--- src/rtl/uart_rx_framer.sv ---
// UART receiver front end: 16x oversampled start/data/stop framer
// with a one-entry output buffer and sticky overrun flag.
`timescale 1ns/1ps
module uart_rx_framer #(
   parameter int DBIT     = 8,
   parameter int SB_TICK  = 16,
   parameter int DVSR     = 163,
   parameter int DVSR_BIT = 8
) (
   input  logic            clk,
   input  logic            reset,
   input  logic            rx,
   input  logic            rd_uart,
   input  logic            clr_err,
   output logic [DBIT-1:0] r_data,
   output logic            rx_empty,
   output logic            frame_err,
   output logic            overrun
);
   localparam int SW = 6;
   localparam int NW = $clog2(DBIT + 1);

   typedef enum logic [1:0] {IDLE, START, DATA, STOP} state_t;

   state_t            state, state_n;
   logic [SW-1:0]     s, s_n;
   logic [NW-1:0]     n, n_n;
   logic [DBIT-1:0]   b, b_n;
   logic [DVSR_BIT-1:0] cnt;
   logic              sync1, rx_s;
   logic              tick, done, ferr, stop_end;

   always_ff @(posedge clk or posedge reset) begin
      if (reset) begin
         sync1 <= 1'b1;
         rx_s  <= 1'b1;
      end else begin
         sync1 <= rx;
         rx_s  <= sync1;
      end
   end

   assign tick = (cnt == DVSR_BIT'(DVSR - 1));

   always_ff @(posedge clk or posedge reset) begin
      if (reset)
         cnt <= '0;
      else if (tick)
         cnt <= '0;
      else
         cnt <= cnt + DVSR_BIT'(1);
   end

   always_ff @(posedge clk or posedge reset) begin
      if (reset) begin
         state <= IDLE;
         s     <= '0;
         n     <= '0;
         b     <= '0;
      end else begin
         state <= state_n;
         s     <= s_n;
         n     <= n_n;
         b     <= b_n;
      end
   end

   always_comb begin
      state_n = state;
      s_n     = s;
      n_n     = n;
      b_n     = b;
      unique case (state)
         IDLE: begin
            if (!rx_s) begin
               state_n = START;
               s_n     = '0;
            end
         end
         START: begin
            if (tick) begin
               // mid start bit: a high line here was only a glitch
               if (s == SW'(7)) begin
                  if (!rx_s) begin
                     state_n = DATA;
                     s_n     = '0;
                     n_n     = '0;
                  end else begin
                     state_n = IDLE;
                  end
               end else begin
                  s_n = s + SW'(1);
               end
            end
         end
         DATA: begin
            if (tick) begin
               if (s == SW'(15)) begin
                  b_n = {rx_s, b[DBIT-1:1]};
                  s_n = '0;
                  if (n == NW'(DBIT - 1))
                     state_n = STOP;
                  else
                     n_n = n + NW'(1);
               end else begin
                  s_n = s + SW'(1);
               end
            end
         end
         STOP: begin
            if (tick) begin
               if (s == SW'(SB_TICK - 1))
                  state_n = IDLE;
               else
                  s_n = s + SW'(1);
            end
         end
         default: state_n = IDLE;
      endcase
   end

   always_comb begin
      stop_end = (state == STOP) && tick && (s == SW'(SB_TICK - 1));
      done     = stop_end && rx_s;
      ferr     = stop_end && !rx_s;
   end

   always_ff @(posedge clk or posedge reset) begin
      if (reset) begin
         r_data    <= '0;
         rx_empty  <= 1'b1;
         frame_err <= 1'b0;
         overrun   <= 1'b0;
      end else begin
         frame_err <= ferr;
         if (done) begin
            r_data   <= b;
            rx_empty <= 1'b0;
         end else if (rd_uart && !rx_empty) begin
            rx_empty <= 1'b1;
         end
         // a fresh overwrite takes priority over a clear in the same cycle
         if (done && !rx_empty && !rd_uart)
            overrun <= 1'b1;
         else if (clr_err)
            overrun <= 1'b0;
      end
   end
endmodule

--- config.mk ---
export PLATFORM = sky130hd
export DESIGN_NAME = uart_rx_framer
export DESIGN_NICKNAME = d
export VERILOG_FILES = /design/src/rtl/uart_rx_framer.sv
export SDC_FILE = /design/constraint.sdc
export NUM_CORES = 1
export LEC_CHECK = 0
export ABC_AREA = 1
export BUFFER_PORTS_ARGS = -buffer_cell sky130_fd_sc_hd__buf_2
export CAP_MARGIN = 20
export CORE_MARGIN = 4
export CORE_UTILIZATION = 53
export CTS_CLUSTER_SIZE = 28
export DETAILED_ROUTE_END_ITERATION = 8
export GPL_TIMING_DRIVEN = 0
export PLACE_DENSITY = 0.81
export SYNTH_ARGS = -nofsm -noshare
export SYNTH_HDL_FRONTEND = slang
export SYNTH_SLANG_ARGS = --single-unit
--- constraint.sdc ---
create_clock -name clk -period 1.75 [get_ports clk]
set_clock_uncertainty 0.2 [all_clocks]
set_input_delay 0.2625 -clock clk [delete_from_list [all_inputs] [get_ports clk]]
set_output_delay 0.2625 -clock clk [all_outputs]
set_load 0.01 [all_outputs]
==> key figures, run 1 <==
Pwr
  • Pint: 0.00139 W
  • Combinational Power Share: 0.018
  • Pwr/cell area: 661 mW/mm^2
  • Static Leakage: 1.35 nW
  • Psw: 0.000392 W
  • Sequential power share: 0.537
  • Clock Power Share: 0.445
  • Peak VDD IR: 0.382 mV
  • Total power: 0.00178 W
  • Net Sw Frac: 0.220

Yosys
  • Synth Register Bits: 41
  • XOR/XNOR Fraction of Synth Area: 0.0163
  • Synth Area in Adders: 0.0233
  • Synthesized Nets: 263
  • Distinct cell type count after synthesis: 30
  • Largest family of logic cells by synthesized area: simple AND/OR/NAND/NOR gates
  • Simple-gate share of the synthesized area: 0.270
  • Post-Synthesis Cells: 254
  • Synth Warn #: 0
  • Compound-cell area share of the yosys netlist: 0.128
  • Share of the yosys chip area belonging to registers: 0.478
  • Mapped Area: 0.00215 sq mm
  • Multiplexer area fraction after synthesis: 0
  • Avg Cell Area, Syn: 8.47 sq um

Floorplanning
  • Die width: 71.7 um
  • Initial Util: 0.567
  • Die Area: 0.00514 sq mm
  • CORE AREA: 0.00380 sq mm
  • Die H: 71.7 um
  • IO Pins: 16
  • Row count: 22

GRT
  • Tot GR Track Use: 0.171
  • Wire length of the first global-routing pass: 6910 um
  • Vias in the first global route: 1563
  • Grt ovf: 0
  • Initial antenna violation count: 0
  • Pin count of the biggest net entering global routing: 42

Layout
  • NumNets Final: 298
  • Share of cells above drive strength 1: 0.362
  • Final core utilization: 0.709
  • Area added between synthesis and finish: 25.2%
  • Ant. Diodes: 0

Timing
  • Unrepaired setup endpoints after global routing: true
  • Final setup viols: 4
  • Relative slew slack: 0.440
  • Setup_tns: -64.7 ps
  • Minimum clock period after layout: 1780 ps
  • Fin. Hold Viols: 0
  • Final Max Slew Viols: 0
  • F_max: 561 MHz
  • Fin crit share: 1.02
  • Final worst slack: -32.5 ps
  • Slew at the pin closest to its max-slew limit: 839 ps

Clock network
  • CTS tree: yes
  • Clock sinks: 41
  • Worst-Skew Late Latency: 310 ps
  • Max Root-Sink Buffers: 2
  • CTS root buf: clkbuf_8
  • CTS clk-pin slew, worst paths: 80 ps
  • H-Tree Depth: 2
  • CTS Buf Count: 5

Placement
  • Pre-CTS setup slack: -106 ps
  • Post-DP HPWL: 2600 um
  • Port bufs: 15
  • Gpl congestion: 0.786

Critical path
  • Kind of critical path: flip-flop to flip-flop
  • Worst EP required: 1750 ps
  • Crit. End Element: flip-flop
  • Worst Path Arrival: 1780 ps
  • Worst Setup Start Kind: flip-flop
  • Critical Path Fanout Max: 4

Detailed routing
  • Via/cell ratio: 5.07
  • WL final: 4550 um
  • Initial DRC Count: 127
  • Post-route ant nets: 0
  • WL/cell: 13.5 um
  • Via count: 1713
  • Drt pass-1 iters: 4
  • DRC viols: 0

Worst hold path
  • Hold Path Class: primary input to flip-flop

Flow run
  • Max_cap viols: 0

Outcome
  • Run status: finished with violations
  • Failing checks: negative setup slack
## critical path, stage by stage, from the launching register on
cell	delay [ps]
dfrtp_1	360
ha_2	190
nand2_2	80
nor2_4	120
nand2_4	80
nor2_4	190
buf_4	150
nand3_2	130
nand2_2	110
o21ai_2	60
## logic make-up after synthesis
group | after synthesis
AO/OA/AOI/OAI | 37
flip-flops | 41
buffers and inverters | 41
AND/OR/NAND/NOR | 127
adder cells (fa/ha/maj) | 4
XOR/XNOR | 4
## registers in the layout (all words and copies together) (netlist names), named ones only
name	cells
sync1	1
overrun	1
r_data	8
b	8
cnt	8
state	1
rx_s	1
frame_err	1
s	6
n	4
rx_empty	1
## final timing paths
check / startpoint / end / slack, ps / cells past startpoint
max: s[1] / r_data[1] / -30 / 9
min: rd_uart / rx_empty / 100 / 4
max reg2reg: s[1] / r_data[1] / -30 / 9
min reg2reg: sync1 / rx_s / 160 / 0
max in group asynchronous: reset / s[0] / 350 / 3
min in group asynchronous: reset / cnt[4] / 460 / 3
## cell usage after synthesis
library cell  number  area share
nand2_1           73        0.13
nor2_8             1      0.0093
nor3b_1            1      0.0035
nor2_2             2      0.0058
buf_6              3       0.016
ha_1               4       0.023
inv_1             31       0.054
nand4_1            2      0.0058
o22ai_2            1      0.0058
or2_2              1      0.0029
buf_4              1      0.0035
clkbuf_1           1      0.0017
nand3_1           12       0.028
dfstp_2            3       0.037
o22ai_1            1      0.0029
nor2_4             3       0.016
dfrtp_1           38        0.44
o211ai_1           1      0.0035
xor2_1             4       0.016
o21ai_1            2      0.0047
nand3_4            1      0.0081
nand2_2            7       0.020
inv_2              5      0.0087
o21ai_2           18       0.073
o21ai_0            8       0.019
a21oi_2            2      0.0081
a21oi_1            2      0.0047
nor4_1             1      0.0029
nor2_1            23       0.040
o21bai_1           2      0.0070
## power by group through the flow
stage               clock, W  sequential (W)  combinational, W
floorplan                  0        0.000970         0.0000213
global placement           0        0.000970         0.0000321
detailed placement         0        0.000970         0.0000327
CTS                 0.000797        0.000951         0.0000387
global route        0.000847        0.000956         0.0000376
finish              0.000792        0.000955         0.0000325
## stage by stage
step / cells / hold slack, ps / area, sq um
floorplan: 254 / 67.0 / 2150
global placement: 317 / 147 / 2290
detailed placement: 317 / 147 / 2290
CTS: 335 / 51.4 / 2530
global route: 338 / 104 / 2690
finish: 338 / 96.1 / 2690
## layout by cell type, fill, tap and decap left out, types with 2 or more instances in the layout
| cell | n |
|---|---|
| ha_1 | 3 |
| o21ai_2 | 19 |
| nor2_1 | 19 |
| clkbuf_8 | 5 |
| buf_2 | 15 |
| inv_1 | 29 |
| dfstp_2 | 3 |
| nand2_2 | 12 |
| nand2_1 | 58 |
| nand4_1 | 2 |
| clkbuf_16 | 2 |
| nor2_4 | 4 |
| a21oi_1 | 2 |
| xor2_1 | 4 |
| nor2_2 | 5 |
| dfrtp_1 | 38 |
| dlygate4sd3_1 | 3 |
| o21ai_1 | 4 |
| nand3_1 | 12 |
| nand2_4 | 10 |
| buf_12 | 2 |
| inv_2 | 7 |
| buf_4 | 7 |
| buf_6 | 2 |
| o21bai_1 | 2 |
| o21ai_0 | 5 |
## area by class of cell
| class | count | area, sq um |
|---|---|---|
| Buffer | 4 | 57.6 |
| Tap cell | 48 | 60.1 |
| Clock buffer | 5 | 68.8 |
| Fill cell | 271 | 1100 |
| Clock inverter | 3 | 46.3 |
| Sequential cell | 41 | 1030 |
| Timing Repair Buffer | 28 | 228 |
| Multi-Input combinational cell | 173 | 1070 |
| Inverter | 36 | 135 |
## layer usage
layer	routed length, um	up-vias	GRT usage	share of wire
li1	-	876	-	-
met1	2050	799	0.219	0.45
met2	2260	28	0.273	0.50
met3	145	10	0.0393	0.032
met4	99	0	0.0793	0.022
met5	0	-	0	0
## timing repair
| action | 4_1_cts | 5_1_grt |
|---|---|---|
| pin swaps | 5 | 10 |
| setup buffers | 6 | 2 |
| hold buffers | 3 | 0 |
| cloned | 1 | 2 |
| hold endpoints to repair | 40 | 0 |
| endpoints found under the setup margin | 29 | 29 |
| resized for setup | 8 | 33 |
Note: power is estimated with default switching activity, not from simulation.
==> inputs of run 2 (changes only) <==
--- a/config.mk
+++ b/config.mk
@@ -9,11 +9,11 @@
 export BUFFER_PORTS_ARGS = -buffer_cell sky130_fd_sc_hd__buf_2
 export CAP_MARGIN = 20
 export CORE_MARGIN = 4
-export CORE_UTILIZATION = 53
+export CORE_UTILIZATION = 42
 export CTS_CLUSTER_SIZE = 28
 export DETAILED_ROUTE_END_ITERATION = 8
 export GPL_TIMING_DRIVEN = 0
-export PLACE_DENSITY = 0.81
+export PLACE_DENSITY = 0.68
 export SYNTH_ARGS = -nofsm -noshare
 export SYNTH_HDL_FRONTEND = slang
 export SYNTH_SLANG_ARGS = --single-unit
==> key figures, run 2 (synthesis results as in run 1) <==
Outcome
  • Run status: finished with violations
  • Failing checks: negative setup slack

Layout
  • Area added between synthesis and finish: 26.3%
  • Post-route design area: 0.00272 sq mm (+0.93%)
  • Share of cells above drive strength 1: 0.357 (-0.00540)
  • NumNets Final: 308 (+3.4%)
  • Largest registers: b: 8 flops, cnt: 8 flops, r_data: 8 flops
  • Commonest cells after routing, fill and taps aside: nand2_1, dfrtp_1, inv_1
  • Ant. Diodes: 0 (unchanged)
  • Cell Count, Final, Fillers Out: 367 (+8.6%)
  • Commonest non-fill, non-tap cell in the layout: nand2_1
  • Filler cell count: 439 (+62%)
  • Final core utilization: 0.561 (-0.148)

Timing
  • Minimum clock period after layout: 1790 ps (+6.42 ps)
  • Final Max Slew Viols: 0 (unchanged)
  • Final setup viols: 8 (+4)
  • Fin. Hold Viols: 0 (unchanged)
  • Slew at the pin closest to its max-slew limit: 844 ps (+4.36 ps)
  • Final worst slack: -39.0 ps (-6.42 ps)
  • Setup_tns: -99.8 ps (-35.1 ps)
  • F_max: 559 MHz (-0.36%)
  • Unrepaired setup endpoints after global routing: true
  • Relative slew slack: 0.437 (-0.00291)
  • Fin crit share: 1.02 (+0.00367)

Pwr
  • Static Leakage: 1.39 nW (+2.9%)
  • Peak VDD IR: 0.474 mV (+24%)
  • Pwr/cell area: 586 mW/mm^2 (-11%)

Floorplanning
  • Die width: 79.6 um (+11%)
  • Die H: 79.6 um (+11%)
  • IO Pins: 16 (unchanged)
  • Initial Util: 0.444 (-0.123)
  • CORE AREA: 0.00485 sq mm (+28%)
  • Die Area: 0.00633 sq mm (+23%)
  • Row count: 25 (+14%)

Detailed routing
  • WL/cell: 11.7 um (-13%)
  • DRC viols: 0 (unchanged)
  • WL final: 4310 um (-5.4%)
  • Post-route ant nets: 0 (unchanged)
  • Initial DRC Count: 67 (-47%)
  • Via count: 1679 (-2.0%)
  • Drt pass-1 iters: 4 (unchanged)
  • Via/cell ratio: 4.57 (-9.7%)

Worst hold path
  • Hold Crit Start: rd_uart
  • Hold Path Class: primary input to flip-flop
  • WHS Path Cells: 3 (-1)

Critical path
  • Reg2reg path depth: 10 (+1)
  • R2r startpoint: s[1]
  • Worst EP required: 1740 ps (about the same)
  • Worst Path Arrival: 1780 ps (about the same)
  • R2r setup slk: -40 ps (about the same)
  • Worst Setup Start Kind: flip-flop
  • Crit. End Element: flip-flop
  • Critical Path Fanout Max: 7 (+3)
  • Kind of critical path: flip-flop to flip-flop
  • Crit path launch: s[1]

Placement
  • Placed cell count: 336 (+6.0%)
  • Placed Area: 0.00231 sq mm (+1.0%)
  • Post-DP HPWL: 2650 um (+1.8%)
  • Pre-CTS setup slack: -91.7 ps (+14.2 ps)
  • Gpl congestion: 0.824 (+4.8%)
  • Port bufs: 15 (unchanged)

Clock network
  • CTS tree: yes
  • CTS root buf: clkbuf_8
  • Clock sinks: 41 (unchanged)
  • CTS clk-pin slew, worst paths: 90 ps (about the same)
  • Worst-Skew Late Latency: 290 ps (-20 ps)
  • CTS Buf Count: 5 (unchanged)
  • Max Root-Sink Buffers: 2 (unchanged)
  • H-Tree Depth: 2 (unchanged)

GRT
  • Wire length of the first global-routing pass: 7070 um (+2.3%)
  • Tot GR Track Use: 0.142 (-0.0291)
  • Initial antenna violation count: 0 (unchanged)
  • Pin count of the biggest net entering global routing: 42 (unchanged)
  • Grt ovf: 0 (unchanged)
  • Vias in the first global route: 1615 (+3.3%)

Flow run
  • Max_cap viols: 0 (unchanged)
run 2: report_power, final:
group | internal [W] | total, W | switching [W]
Clock | 0.000275 | 0.000605 | 0.000330
Combinational | 0.00000972 | 0.0000332 | 0.0000235
Sequential | 0.000951 | 0.000955 | 0.00000385
Total | 0.00124 | 0.00159 | 0.000357
run 2: per-layer routing:
metal  vias to the layer above  part of all wire  track usage
li1                        890                 -            -
met1                       761              0.47        0.178
met2                        24              0.49        0.236
met3                         4             0.030       0.0463
met4                         0            0.0084       0.0326
met5                         -                 0            0
run 2: metrics by stage:
step	hold WS [ps]	power (W)
finish	102	0.00159
global route	90.2	0.00167
CTS	39.8	0.00161
detailed placement	153	0.00100
global placement	146	0.00100
floorplan	67.0	0.000991
run 2: worst max-delay path, cell delays in order (launching register included):
cell     delay, ps
dfrtp_1        400
ha_4           170
nand2_4         60
nor2_4         120
nand2_4         90
nor2_4         160
buf_6          120
nand2_4         70
buf_4          160
nand2_1         80
o21ai_2         60
run 2: final cells by class:
cell class / instances / area (sq um) / area share
buffer: 4 / 48.8 / 0.0179
timing repair buffer: 38 / 317 / 0.116
multi-input combinational: 173 / 1020 / 0.374
clock inverter: 3 / 17.5 / 0.00644
sequential: 41 / 1030 / 0.379
clock buffer: 5 / 68.8 / 0.0253
inverter: 36 / 135 / 0.0497
tap: 67 / 83.8 / 0.0308
run 2: worst paths after layout:
| path | endpoint |
|---|---|
| max in group asynchronous | asynchronous set/reset pin |
| min reg2reg | rx_s |
| max reg2reg | b[7] |
| min | overrun |
| min in group asynchronous | b[7] |
| max | b[7] |
run 2: what timing repair did:
action,CTS,global route
gates cloned,1,2
hold endpoints to repair,40,0
hold buffers,3,0
setup buffers,9,9
gates resized for setup,16,14
pin swaps,8,9
endpoints found under the setup margin,29,26
==> inputs of run 3 (changes only) <==
--- a/config.mk
+++ b/config.mk
@@ -14,6 +14,8 @@
 export DETAILED_ROUTE_END_ITERATION = 8
 export GPL_TIMING_DRIVEN = 0
 export PLACE_DENSITY = 0.68
+export SETUP_SLACK_MARGIN = 0.02
+export SKIP_CTS_REPAIR_TIMING = 1
 export SYNTH_ARGS = -nofsm -noshare
 export SYNTH_HDL_FRONTEND = slang
 export SYNTH_SLANG_ARGS = --single-unit
==> key figures, run 3 (synthesis results as in run 1) <==
Outcome
  • Run status: finished with violations
  • Failing checks: negative hold slack, negative setup slack

Critical path
  • CP max stage delay: 390 ps (about the same)
  • Critical path cell sequence: ha_2, nand2_4, nor2_4, nand2_4, nor2_4, nand3_4, buf_8, o21ai_2
  • CP delay by family, top: simple AND/OR/NAND/NOR gates
  • Worst path slowest cell: dfrtp_1
  • Kind of critical path: flip-flop to flip-flop
  • Crit path launch: s[0]
  • Worst EP required: 1760 ps (+20 ps)
  • R2r startpoint: s[0]
  • Critical Path Fanout Max: 5 (-2)
  • CP bufs+invs: 1 (-1)
  • Worst Setup Start Kind: flip-flop
  • Worst Path Arrival: 1870 ps (+90 ps)
  • Crit. End Element: flip-flop

Layout
  • Cell Count, Final, Fillers Out: 359 (-2.2%)
  • Commonest non-fill, non-tap cell in the layout: nand2_1
  • NumNets Final: 300 (-2.6%)
  • Share of cells above drive strength 1: 0.366 (+0.00977)
  • Area added between synthesis and finish: 23.9%
  • Commonest cells after routing, fill and taps aside: nand2_1, dfrtp_1, inv_1
  • Final core utilization: 0.550 (-0.0108)
  • Ant. Diodes: 0 (unchanged)
  • Largest registers: b: 8 flops, cnt: 8 flops, r_data: 8 flops

Clock network
  • Max Root-Sink Buffers: 2 (unchanged)
  • Worst-Skew Late Latency: 290 ps (about the same)
  • CTS root buf: clkbuf_8
  • CTS Buf Count: 5 (unchanged)
  • CTS tree: yes
  • CTS clk-pin slew, worst paths: 90 ps (about the same)
  • H-Tree Depth: 2 (unchanged)
  • Clock sinks: 41 (unchanged)

Placement
  • Gpl congestion: 0.824 (unchanged)
  • Port bufs: 15 (unchanged)
  • Placed cell count: 336 (unchanged)
  • Post-DP HPWL: 2650 um (unchanged)
  • Pre-CTS setup slack: -91.7 ps (unchanged)

Detailed routing
  • Via count: 1655 (-1.4%)
  • Initial DRC Count: 80 (+19%)
  • Post-route ant nets: 0 (unchanged)
  • WL final: 4210 um (-2.3%)
  • Via/cell ratio: 4.61 (+0.77%)
  • WL/cell: 11.7 um (about the same)
  • DRC viols: 0 (unchanged)
  • Drt pass-1 iters: 4 (unchanged)

Timing
  • Unrepaired setup endpoints after global routing: true
  • Relative slew slack: 0.424 (-0.0133)
  • Minimum clock period after layout: 1860 ps (+72.1 ps)
  • Fin crit share: 1.06 (+0.0412)
  • Fin. Hold Viols: 38 (+38)
  • Final Max Slew Viols: 0 (unchanged)
  • F_max: 537 MHz (-3.9%)
  • Slew at the pin closest to its max-slew limit: 863 ps (+19.9 ps)
  • Final setup viols: 23 (+15)
  • Hold WS: -62.9 ps (-165 ps)
  • Final worst slack: -111 ps (-72.1 ps)

Floorplanning
  • Die H: 79.6 um (unchanged)
  • Row count: 25 (unchanged)
  • IO Pins: 16 (unchanged)
  • Initial Util: 0.444 (unchanged)
  • CORE AREA: 0.00485 sq mm (unchanged)
  • Die Area: 0.00633 sq mm (unchanged)
  • Die width: 79.6 um (unchanged)

Flow run
  • Max_cap viols: 0 (unchanged)

GRT
  • Grt ovf: 0 (unchanged)
  • Wire length of the first global-routing pass: 6670 um (-5.8%)
  • Initial antenna violation count: 0 (unchanged)
  • Vias in the first global route: 1525 (-5.6%)
  • Pin count of the biggest net entering global routing: 42 (unchanged)
  • Tot GR Track Use: 0.133 (-0.00865)

Pwr
  • Peak VDD IR: 0.459 mV (-3.2%)
  • Static Leakage: 1.34 nW (-3.5%)
  • Pwr/cell area: 600 mW/mm^2 (+2.4%)

Worst hold path
  • Hold Path Class: primary input to asynchronous set/reset pin
## run 3: changes by cell type in the layout (fill, tap and decap cells not counted), moves of 2 or more
cell     change
ha_2         +2
nor2_2       +2
nand2_1      -6
buf_4       -11
nand3_2      +2
buf_6        +3
nand2_4      +2
nand2_2      +4
## run 3: layer usage
metal	wire, um	track usage	vias up
met3	110	0.0463	2
met2	2050	0.214	19
met1	2030	0.172	758
met4	14	0.0309	0
met5	0	0	-
li1	-	-	876
## run 3: path summary, 6_finish.rpt
| kind | depth (start not counted) | endpoint | slack (ps) |
|---|---|---|---|
| min in group clk | 3 | overrun | 80 |
| setup / recovery | 8 | r_data[5] | -110 |
| hold / removal | 2 | b[7] | -60 |
| hold reg to reg | 0 | rx_s | 160 |
| max in group asynchronous | 2 | cnt[3] | 860 |
| setup reg to reg | 8 | r_data[5] | -110 |
## run 3: cell type report
cell class / instances / area [sq um]
multi-input cells: 174 / 1040
plain buffers: 5 / 52.6
fillers: 448 / 2180
well taps: 67 / 83.8
inverters: 36 / 135
clock buffers: 5 / 68.8
repair buffers: 28 / 235
clock inverters: 3 / 17.5
flip-flops and latches: 41 / 1030
## run 3: where the power goes
group | leakage, nW | internal, W | total, W | switching (W)
logic | 0.752 | 0.00000871 | 0.0000361 | 0.0000274
registers | 0.543 | 0.000951 | 0.000952 | 0.000000733
clock network | 0.0439 | 0.000276 | 0.000612 | 0.000337
## run 3: worst register-to-register path, delay by kind of cell (launching register included)
kind | cells | cell delay [ps]
compound gates | 1 | 110
flops | 1 | 390
simple gates | 5 | 660
buf+inv | 1 | 190
fa+ha+maj | 1 | 230
## run 3: metrics by stage
step	instance area, sq um	total power, W	setup TNS (ps)	hold slack, ps
CTS	2400	0.00161	-1830	-138
finish	2670	0.00160	-1540	-62.9
floorplan	2150	0.000991	0	67.0
global route	2670	0.00167	-4570	1.06
detailed placement	2310	0.00100	-1170	153
global placement	2310	0.00100	-8720	146
